==> config.mk <==
export PLATFORM = sky130hd
export DESIGN_NAME = riscv_run_monitor
export DESIGN_NICKNAME = d
export VERILOG_FILES = /design/src/rtl/riscv_run_pkg.sv /design/src/rtl/run_sat_counter.sv /design/src/rtl/riscv_run_monitor.sv
export SDC_FILE = /design/constraint.sdc
export NUM_CORES = 1
export LEC_CHECK = 0
export CORE_UTILIZATION = 40
export DETAILED_ROUTE_END_ITERATION = 10
export GPL_TIMING_DRIVEN = 0
export HOLD_SLACK_MARGIN = 0.05
export PLACE_DENSITY = 0.71
export SYNTH_ARGS = -nofsm -noshare
export SYNTH_HDL_FRONTEND = slang
export SYNTH_SLANG_ARGS = --single-unit
==> constraint.sdc <==
create_clock -name clk -period 3.9 [get_ports clk]
set_clock_uncertainty 0.05 [all_clocks]
set_input_delay 0.78 -clock clk [delete_from_list [all_inputs] [get_ports clk]]
set_output_delay 0.78 -clock clk [all_outputs]
set_load 0.005 [all_outputs]
==> src/rtl/riscv_run_pkg.sv <==
// Shared encodings for the RISC-V run monitor.
package riscv_run_pkg;

   typedef enum logic [1:0] {
      ST_IDLE = 2'd0,
      ST_HOLD = 2'd1,
      ST_RUN  = 2'd2,
      ST_DONE = 2'd3
   } run_state_e;

   typedef enum logic [1:0] {
      CAUSE_NONE      = 2'b00,
      CAUSE_SYSTEM    = 2'b01,
      CAUSE_SELF_LOOP = 2'b10,
      CAUSE_TIMEOUT   = 2'b11
   } done_cause_e;

   localparam logic [6:0]  OPC_SYSTEM      = 7'b1110011;
   localparam logic [31:0] INSTR_SELF_LOOP = 32'h0000006F;

endpackage

==> src/rtl/run_sat_counter.sv <==
// Enable/clear counter that sticks at all-ones instead of wrapping.
module run_sat_counter #(
   parameter int unsigned CNT_W = 32
) (
   input  logic             clk,
   input  logic             reset,
   input  logic             clr_i,
   input  logic             en_i,
   output logic [CNT_W-1:0] count_o,
   output logic [CNT_W-1:0] inc_c
);

   logic [CNT_W-1:0] count_q;

   // Saturating increment of the current value.
   always_comb begin
      inc_c = (&count_q) ? count_q : count_q + CNT_W'(1);
   end

   // Count register; clear wins over enable.
   always_ff @(posedge clk) begin
      if (!reset) begin
         count_q <= '0;
      end else if (clr_i) begin
         count_q <= '0;
      end else if (en_i) begin
         count_q <= inc_c;
      end
   end

   assign count_o = count_q;

endmodule

==> src/rtl/riscv_run_monitor.sv <==
// Run controller: sequences core reset, counts cycles/fetches, detects halt, captures state.
module riscv_run_monitor
   import riscv_run_pkg::*;
#(
   parameter int unsigned XLEN         = 32,
   parameter int unsigned STATE_W      = 4,
   parameter int unsigned FETCH_STATE  = 0,
   parameter int unsigned DECODE_STATE = 1,
   parameter int unsigned NUM_WATCH    = 3,
   parameter int unsigned RESET_HOLD   = 2,
   parameter int unsigned MAX_CYCLES   = 100,
   parameter int unsigned CNT_W        = 32
) (
   input  logic                      clk,
   input  logic                      reset,
   input  logic                      start,
   input  logic [STATE_W-1:0]        cpu_state,
   input  logic [XLEN-1:0]           cpu_pc,
   input  logic [XLEN-1:0]           cpu_ir,
   input  logic [NUM_WATCH*XLEN-1:0] watch_data,
   output logic                      cpu_reset,
   output logic                      running,
   output logic                      done,
   output logic [1:0]                done_cause,
   output logic [CNT_W-1:0]          cycle_count,
   output logic [CNT_W-1:0]          fetch_count,
   output logic [XLEN-1:0]           final_pc,
   output logic [NUM_WATCH*XLEN-1:0] snapshot,
   output logic                      fetch_pulse
);

   localparam int unsigned HOLD_W = (RESET_HOLD > 1) ? $clog2(RESET_HOLD) : 1;
   localparam int unsigned SNAP_W = NUM_WATCH * XLEN;

   run_state_e          state_q, state_d;
   logic [HOLD_W-1:0]   hold_q, hold_d;
   logic [STATE_W-1:0]  prev_state_q;
   logic                cpu_reset_q, cpu_reset_d;
   logic                running_q, running_d;
   logic                done_q, done_d;
   logic [1:0]          done_cause_q, done_cause_d;
   logic [XLEN-1:0]     final_pc_q, final_pc_d;
   logic [SNAP_W-1:0]   snapshot_q, snapshot_d;
   logic                fetch_pulse_q, fetch_pulse_d;

   logic                start_acc_c;
   logic                run_c;
   logic                fetch_entry_c;
   logic                sys_halt_c, loop_halt_c, timeout_c, halt_c;
   logic [CNT_W-1:0]    cyc_inc_c, fetch_inc_c;

   // Halt and fetch-entry detection from the core's current state.
   always_comb begin
      run_c         = (state_q == ST_RUN);
      fetch_entry_c = (cpu_state == STATE_W'(FETCH_STATE)) &&
                      ((prev_state_q != STATE_W'(FETCH_STATE)) || (cycle_count == '0));
      sys_halt_c    = (cpu_state == STATE_W'(DECODE_STATE)) && (cpu_ir[6:0] == OPC_SYSTEM);
      loop_halt_c   = (cpu_state == STATE_W'(DECODE_STATE)) && (cpu_ir == XLEN'(INSTR_SELF_LOOP));
      timeout_c     = (MAX_CYCLES != 0) && (cyc_inc_c == CNT_W'(MAX_CYCLES));
      halt_c        = sys_halt_c || loop_halt_c || timeout_c;
   end

   // Next-state logic and hold countdown.
   always_comb begin
      state_d     = state_q;
      hold_d      = hold_q;
      start_acc_c = 1'b0;
      unique case (state_q)
         ST_IDLE, ST_DONE: begin
            if (start) begin
               state_d     = ST_HOLD;
               hold_d      = HOLD_W'(RESET_HOLD - 1);
               start_acc_c = 1'b1;
            end
         end
         ST_HOLD: begin
            if (hold_q == '0) state_d = ST_RUN;
            else              hold_d  = hold_q - HOLD_W'(1);
         end
         ST_RUN: begin
            if (halt_c) state_d = ST_DONE;
         end
         default: state_d = ST_IDLE;
      endcase
   end

   // Next values of the registered outputs, including halt capture.
   always_comb begin
      cpu_reset_d   = (state_d != ST_RUN);
      running_d     = (state_d == ST_RUN);
      done_d        = (state_d == ST_DONE);
      fetch_pulse_d = run_c && fetch_entry_c;
      done_cause_d  = done_cause_q;
      final_pc_d    = final_pc_q;
      snapshot_d    = snapshot_q;
      if (start_acc_c) begin
         done_cause_d = CAUSE_NONE;
         final_pc_d   = '0;
         snapshot_d   = '0;
      end else if (run_c && halt_c) begin
         final_pc_d = cpu_pc;
         snapshot_d = watch_data;
         if (sys_halt_c)       done_cause_d = CAUSE_SYSTEM;
         else if (loop_halt_c) done_cause_d = CAUSE_SELF_LOOP;
         else                  done_cause_d = CAUSE_TIMEOUT;
      end
   end

   // State and output registers.
   always_ff @(posedge clk) begin
      if (!reset) begin
         state_q       <= ST_IDLE;
         hold_q        <= '0;
         prev_state_q  <= '0;
         cpu_reset_q   <= 1'b1;
         running_q     <= 1'b0;
         done_q        <= 1'b0;
         done_cause_q  <= CAUSE_NONE;
         final_pc_q    <= '0;
         snapshot_q    <= '0;
         fetch_pulse_q <= 1'b0;
      end else begin
         state_q       <= state_d;
         hold_q        <= hold_d;
         prev_state_q  <= cpu_state;
         cpu_reset_q   <= cpu_reset_d;
         running_q     <= running_d;
         done_q        <= done_d;
         done_cause_q  <= done_cause_d;
         final_pc_q    <= final_pc_d;
         snapshot_q    <= snapshot_d;
         fetch_pulse_q <= fetch_pulse_d;
      end
   end

   run_sat_counter #(.CNT_W(CNT_W)) u_cycle_cnt (
      .clk     (clk),
      .reset   (reset),
      .clr_i   (start_acc_c),
      .en_i    (run_c),
      .count_o (cycle_count),
      .inc_c   (cyc_inc_c)
   );

   run_sat_counter #(.CNT_W(CNT_W)) u_fetch_cnt (
      .clk     (clk),
      .reset   (reset),
      .clr_i   (start_acc_c),
      .en_i    (run_c && fetch_entry_c),
      .count_o (fetch_count),
      .inc_c   (fetch_inc_c)
   );

   assign cpu_reset   = cpu_reset_q;
   assign running     = running_q;
   assign done        = done_q;
   assign done_cause  = done_cause_q;
   assign final_pc    = final_pc_q;
   assign snapshot    = snapshot_q;
   assign fetch_pulse = fetch_pulse_q;

endmodule

==> impl_metrics.py <==
metrics = {
    "synthesis": {
        "seq_area_frac_synth_pct": 35.73,
        "main_combinational_cell_family_by_area_after_synthesis": "simple AND/OR/NAND/NOR gates",
        "synthDistinctLibCells": 57,
        "yosys-mux-area-fraction_pct": 0.5555,
        "synth-xor-area-share_pct": 4.498,
        "number_of_enable_type_register_cells_in_the_synthesized_netlist": 0,
        "yosys.area_share.simple_pct": 31.70,
        "leading_register_cell_type_out_of_synthesis": "sky130_fd_sc_hd__dfxtp_1",
        "synth.ff_latch_count": 205,
        "syn_avg_cell_area_um2": 7.928,
        "netlist_area_mm2": 0.01149,
        "synth.net_count": 1621,
        "fraction_of_registers_with_async_set_or_reset_after_synthesis_pct": 0,
        "compound_gate_portion_of_the_synthesized_area_pct": 20.52,
        "synthAdderAreaFrac_pct": 0.5446,
        "post_synth_inst_count": 1449,
        "yosysWarnings": 0,
    },
    "power_and_ir_drop": {
        "static-leakage-power_nw": 5.062,
        "pwr_cell_area_mw_per_mm2": 335.3,
        "clock_group_share_of_total_power_pct": 46.2,
        "total_net_switching_power_mw": 1.544,
        "power.combinational.fraction_pct": 15.5,
        "sw_frac_of_total_pct": 27.77,
        "cell_internal_pwr_mw": 4.015,
        "share_seq_of_total_power_pct": 38.3,
        "vdd_ir_drop_max_uv": 287.8,
    },
    "min_path": {
        "worstHoldStart": "u_fetch_cnt.count_o[9]",
        "holdCritPathClass": "register to register",
        "holdPathStages": 2,
        "hold_path_end": "u_fetch_cnt.count_o[9]",
    },
    "die": {
        "die-area_mm2": 0.02940,
        "die_width_um": 171.5,
        "floorplan.die.height_um": 171.5,
        "row_count": 61,
        "coreArea_mm2": 0.02801,
        "initial_core_util_pct": 41.01,
        "top_level_ports": 365,
    },
    "timing": {
        "final-setup-viol-count": 0,
        "slew_headroom_pct": 45.57,
        "finalHoldViolCount": 0,
        "min_period_ns": 3.702,
        "fmax_mhz": 270.1,
        "timing.final.max_slew_violations": 0,
        "final_critical_path_share_of_the_clock_period_pct": 94.92,
        "tightest_slew_ns": 0.8165,
        "final.setup.worst_slack_ns": 0.1981,
        "unrepaired_setup_endpoints_after_global_routing": "false",
    },
    "global_route": {
        "groute.usage.overall_pct": 29.43,
        "first_global_vias": 12510,
        "antenna_violations_before_repair": 4,
        "global_route_wire_length_before_repair_um": 69170,
        "overflow": 0,
        "grt_max_degree": 13,
    },
    "worst_setup_path": {
        "slowest_stage": "sky130_fd_sc_hd__clkbuf_1",
        "critical_path.endpoint_type": "register",
        "number_of_cells_on_the_worst_reg_to_reg_path": 12,
        "crit_path_start_kind": "register",
        "critPathLaunch": "u_cycle_cnt.count_o[2]",
        "worstSetupPathType": "register to register",
        "rr_endpoint": "snapshot[4]",
        "worst_path_largest_cell_delay_ns": 0.42,
        "worst-endpoint-required_ns": 4.29,
        "worst_ep_arrival_time_ns": 4.09,
        "worstPathCellList": "buf_2 -> and4_1 -> clkbuf_1 -> nand3_1 -> nor2_1 -> and3_1 -> mux2_2 -> nor2_2 -> buf_2 -> clkbuf_1 -> nand4_1 -> o211ai_1",
        "timing.reg2reg.setup_slack_ns": 0.20,
        "reg2reg_from": "u_cycle_cnt.count_o[2]",
        "critical_path.max_fanout": 10,
    },
    "final_layout": {
        "storage_element_area_mm2": 0.004104,
        "utilization_pct": 59.19,
        "fillerInstances": 2574,
        "post_route_cells_drive_above_1_share_pct": 6.459,
        "areaGrowthSynthToFinish_pct": 44.33,
        "nNetsFinal": 2012,
        "multi_input_comb_area_mm2": 0.006683,
    },
    "routing": {
        "drc": 0,
        "routed_wl_um": 45380,
        "detail_route.first_pass.iterations": 5,
        "post_drt_via_cell_ratio": 5.987,
        "wire_per_inst_um": 20.24,
        "detailroute.via_count": 13420,
        "antenna_violating_nets_post_route": 0,
        "drt_iter0_drc": 1384,
    },
    "placement": {
        "detailedPlacementHpwl_um": 32880,
        "dp_slack_ns": -0.4431,
        "port_buffer_count": 363,
        "place.gp.congestion": 0.9163,
    },
    "cts": {
        "max_h_tree_level": 1,
        "clockRootBuffer": "sky130_fd_sc_hd__clkbuf_16",
        "cts-buffers-inserted": 24,
        "clock-sinks": 205,
        "tritoncts": "built",
        "cts.clk_slew.worst_paths_ns": 0.06,
        "clkLatencyLatePin_ns": 0.52,
        "holdBufCountCts": 0,
        "cts.path.max_buffers": 3,
    },
    "run_status": {
        "run_status": "finished clean",
    },
    "flow_run": {
        "max_cap_violations": 0,
    },
}
## per-stage QoR
| stage | area (um^2) | cells | total power [mW] | hold WS [ns] | setup TNS, ns |
|---|---|---|---|---|---|
| 2_1_floorplan | 11490 | 1449 | 2.591 | 0.4329 | 0 |
| 6_report | 16580 | 2242 | 5.559 | 0.4542 | 0 |
| 5_1_grt | 16570 | 2240 | 5.746 | 0.4721 | 0 |
| 3_3_place_gp | 15590 | 2190 | 3.016 | 0.4336 | -39.59 |
| 3_5_place_dp | 15590 | 2190 | 3.021 | 0.4436 | -47.07 |
| 4_1_cts | 16510 | 2234 | 5.563 | 0.4525 | 0 |
## registers in the layout (all words and copies together), names as in the netlist
register	cells
running	1
final_pc	32
prev_state_q	4
done_cause	2
hold_q	1
u_fetch_cnt.count_o	32
state_q	2
done	1
fetch_pulse	1
snapshot	96
cpu_reset	1
u_cycle_cnt.count_o	32
## how the worst max path moves through the flow
stage | endpoint | slack, ns | cells past startpoint
after floorplan | snapshot[58] | 0.88 | 11
after global placement | snapshot[25] | -0.37 | 10
after detailed placement | snapshot[92] | -0.44 | 10
after CTS | snapshot[25] | 0.09 | 11
after global routing | snapshot[46] | 0.02 | 11
final | snapshot[4] | 0.20 | 12
## synth_stat cells, types with 4 or more instances
cell type,count,share of area [%]
sky130_fd_sc_hd__and4_1,8,0.61
sky130_fd_sc_hd__nor2_1,72,2.4
sky130_fd_sc_hd__nor4_1,21,1.1
sky130_fd_sc_hd__or2_2,4,0.22
sky130_fd_sc_hd__clkbuf_1,102,3.3
sky130_fd_sc_hd__o21a_1,129,8.4
sky130_fd_sc_hd__buf_4,13,0.85
sky130_fd_sc_hd__o21ai_0,18,0.78
sky130_fd_sc_hd__nand3_1,289,13
sky130_fd_sc_hd__nand2_1,40,1.3
sky130_fd_sc_hd__and2_1,12,0.65
sky130_fd_sc_hd__dfxtp_1,205,36
sky130_fd_sc_hd__xnor2_1,32,2.4
sky130_fd_sc_hd__and3_1,11,0.60
sky130_fd_sc_hd__or3_1,15,0.82
sky130_fd_sc_hd__ha_1,5,0.54
sky130_fd_sc_hd__inv_1,16,0.52
sky130_fd_sc_hd__a211oi_1,6,0.39
sky130_fd_sc_hd__nor2b_1,4,0.22
sky130_fd_sc_hd__a21oi_1,16,0.70
sky130_fd_sc_hd__buf_2,35,1.5
sky130_fd_sc_hd__xor2_1,27,2.1
sky130_fd_sc_hd__nor3_1,32,1.4
sky130_fd_sc_hd__o211ai_1,128,8.4
sky130_fd_sc_hd__nand4_1,154,8.4
sky130_fd_sc_hd__nand2b_1,4,0.22
sky130_fd_sc_hd__a31oi_1,6,0.33
## power by group through the flow
stage / logic [mW] / clock network (mW) / registers [mW]
2_1_floorplan: 0.416 / 0 / 2.18
3_3_place_gp: 0.840 / 0 / 2.18
3_5_place_dp: 0.844 / 0 / 2.18
4_1_cts: 0.847 / 2.59 / 2.13
5_1_grt: 0.932 / 2.68 / 2.13
6_report: 0.863 / 2.57 / 2.13
## cells by family after synthesis
| family | count (synthesis) |
|---|---|
| AND/OR/NAND/NOR | 681 |
| AO/OA/AOI/OAI | 321 |
| flip-flops | 205 |
| buffers and inverters | 172 |
| XOR/XNOR | 59 |
| multiplexers | 6 |
| adder cells (fa/ha/maj) | 5 |
## repair_timing
item,in CTS,in global routing
buffers inserted,0,2
gates resized for setup,6,10
setup endpoints to repair,52,130
pin swaps,1,1
## critical path: cells and delay by family (launching register included)
| kind | cells | cell delay, ns |
|---|---|---|
| buf+inv | 4 | 1.28 |
| compound gates | 1 | 0.14 |
| simple gates | 6 | 1.42 |
| flops | 1 | 0.32 |
| mux | 1 | 0.39 |
## area by class of cell
type | instances | share of cell area, %
repair buffers | 365 | 22.01
inverters | 16 | 0.3622
well taps | 378 | 2.853
clock buffers | 37 | 4.649
multi-input cells | 1072 | 40.31
plain buffers | 156 | 4.166
clock inverters | 7 | 0.8150
flip-flops and latches | 205 | 24.75
diodes | 6 | 0.09056
## metal layers
metal,routed length [um],vias to the layer above,track usage (%)
li1,-,6301,-
met1,18870,6353,39.15
met2,20240,659,44.83
met3,4212,109,6.811
met4,2055,0,13.66
met5,0,-,0
## cell usage in the layout, fill, tap and decap left out, types with 20 or more instances in the layout
master / synthesis / routed
sky130_fd_sc_hd__buf_2: 35 / 36
sky130_fd_sc_hd__clkbuf_1: 102 / 98
sky130_fd_sc_hd__clkbuf_16: 0 / 25
sky130_fd_sc_hd__clkdlybuf4s50_1: 0 / 363
sky130_fd_sc_hd__dfxtp_1: 205 / 205
sky130_fd_sc_hd__nand2_1: 40 / 40
sky130_fd_sc_hd__nand3_1: 289 / 287
sky130_fd_sc_hd__nand4_1: 154 / 154
sky130_fd_sc_hd__nor2_1: 72 / 72
sky130_fd_sc_hd__nor3_1: 32 / 30
sky130_fd_sc_hd__nor4_1: 21 / 20
sky130_fd_sc_hd__o211ai_1: 128 / 128
sky130_fd_sc_hd__o21a_1: 129 / 129
sky130_fd_sc_hd__xnor2_1: 32 / 32
sky130_fd_sc_hd__xor2_1: 27 / 27
(Power assumes the default switching activity.)
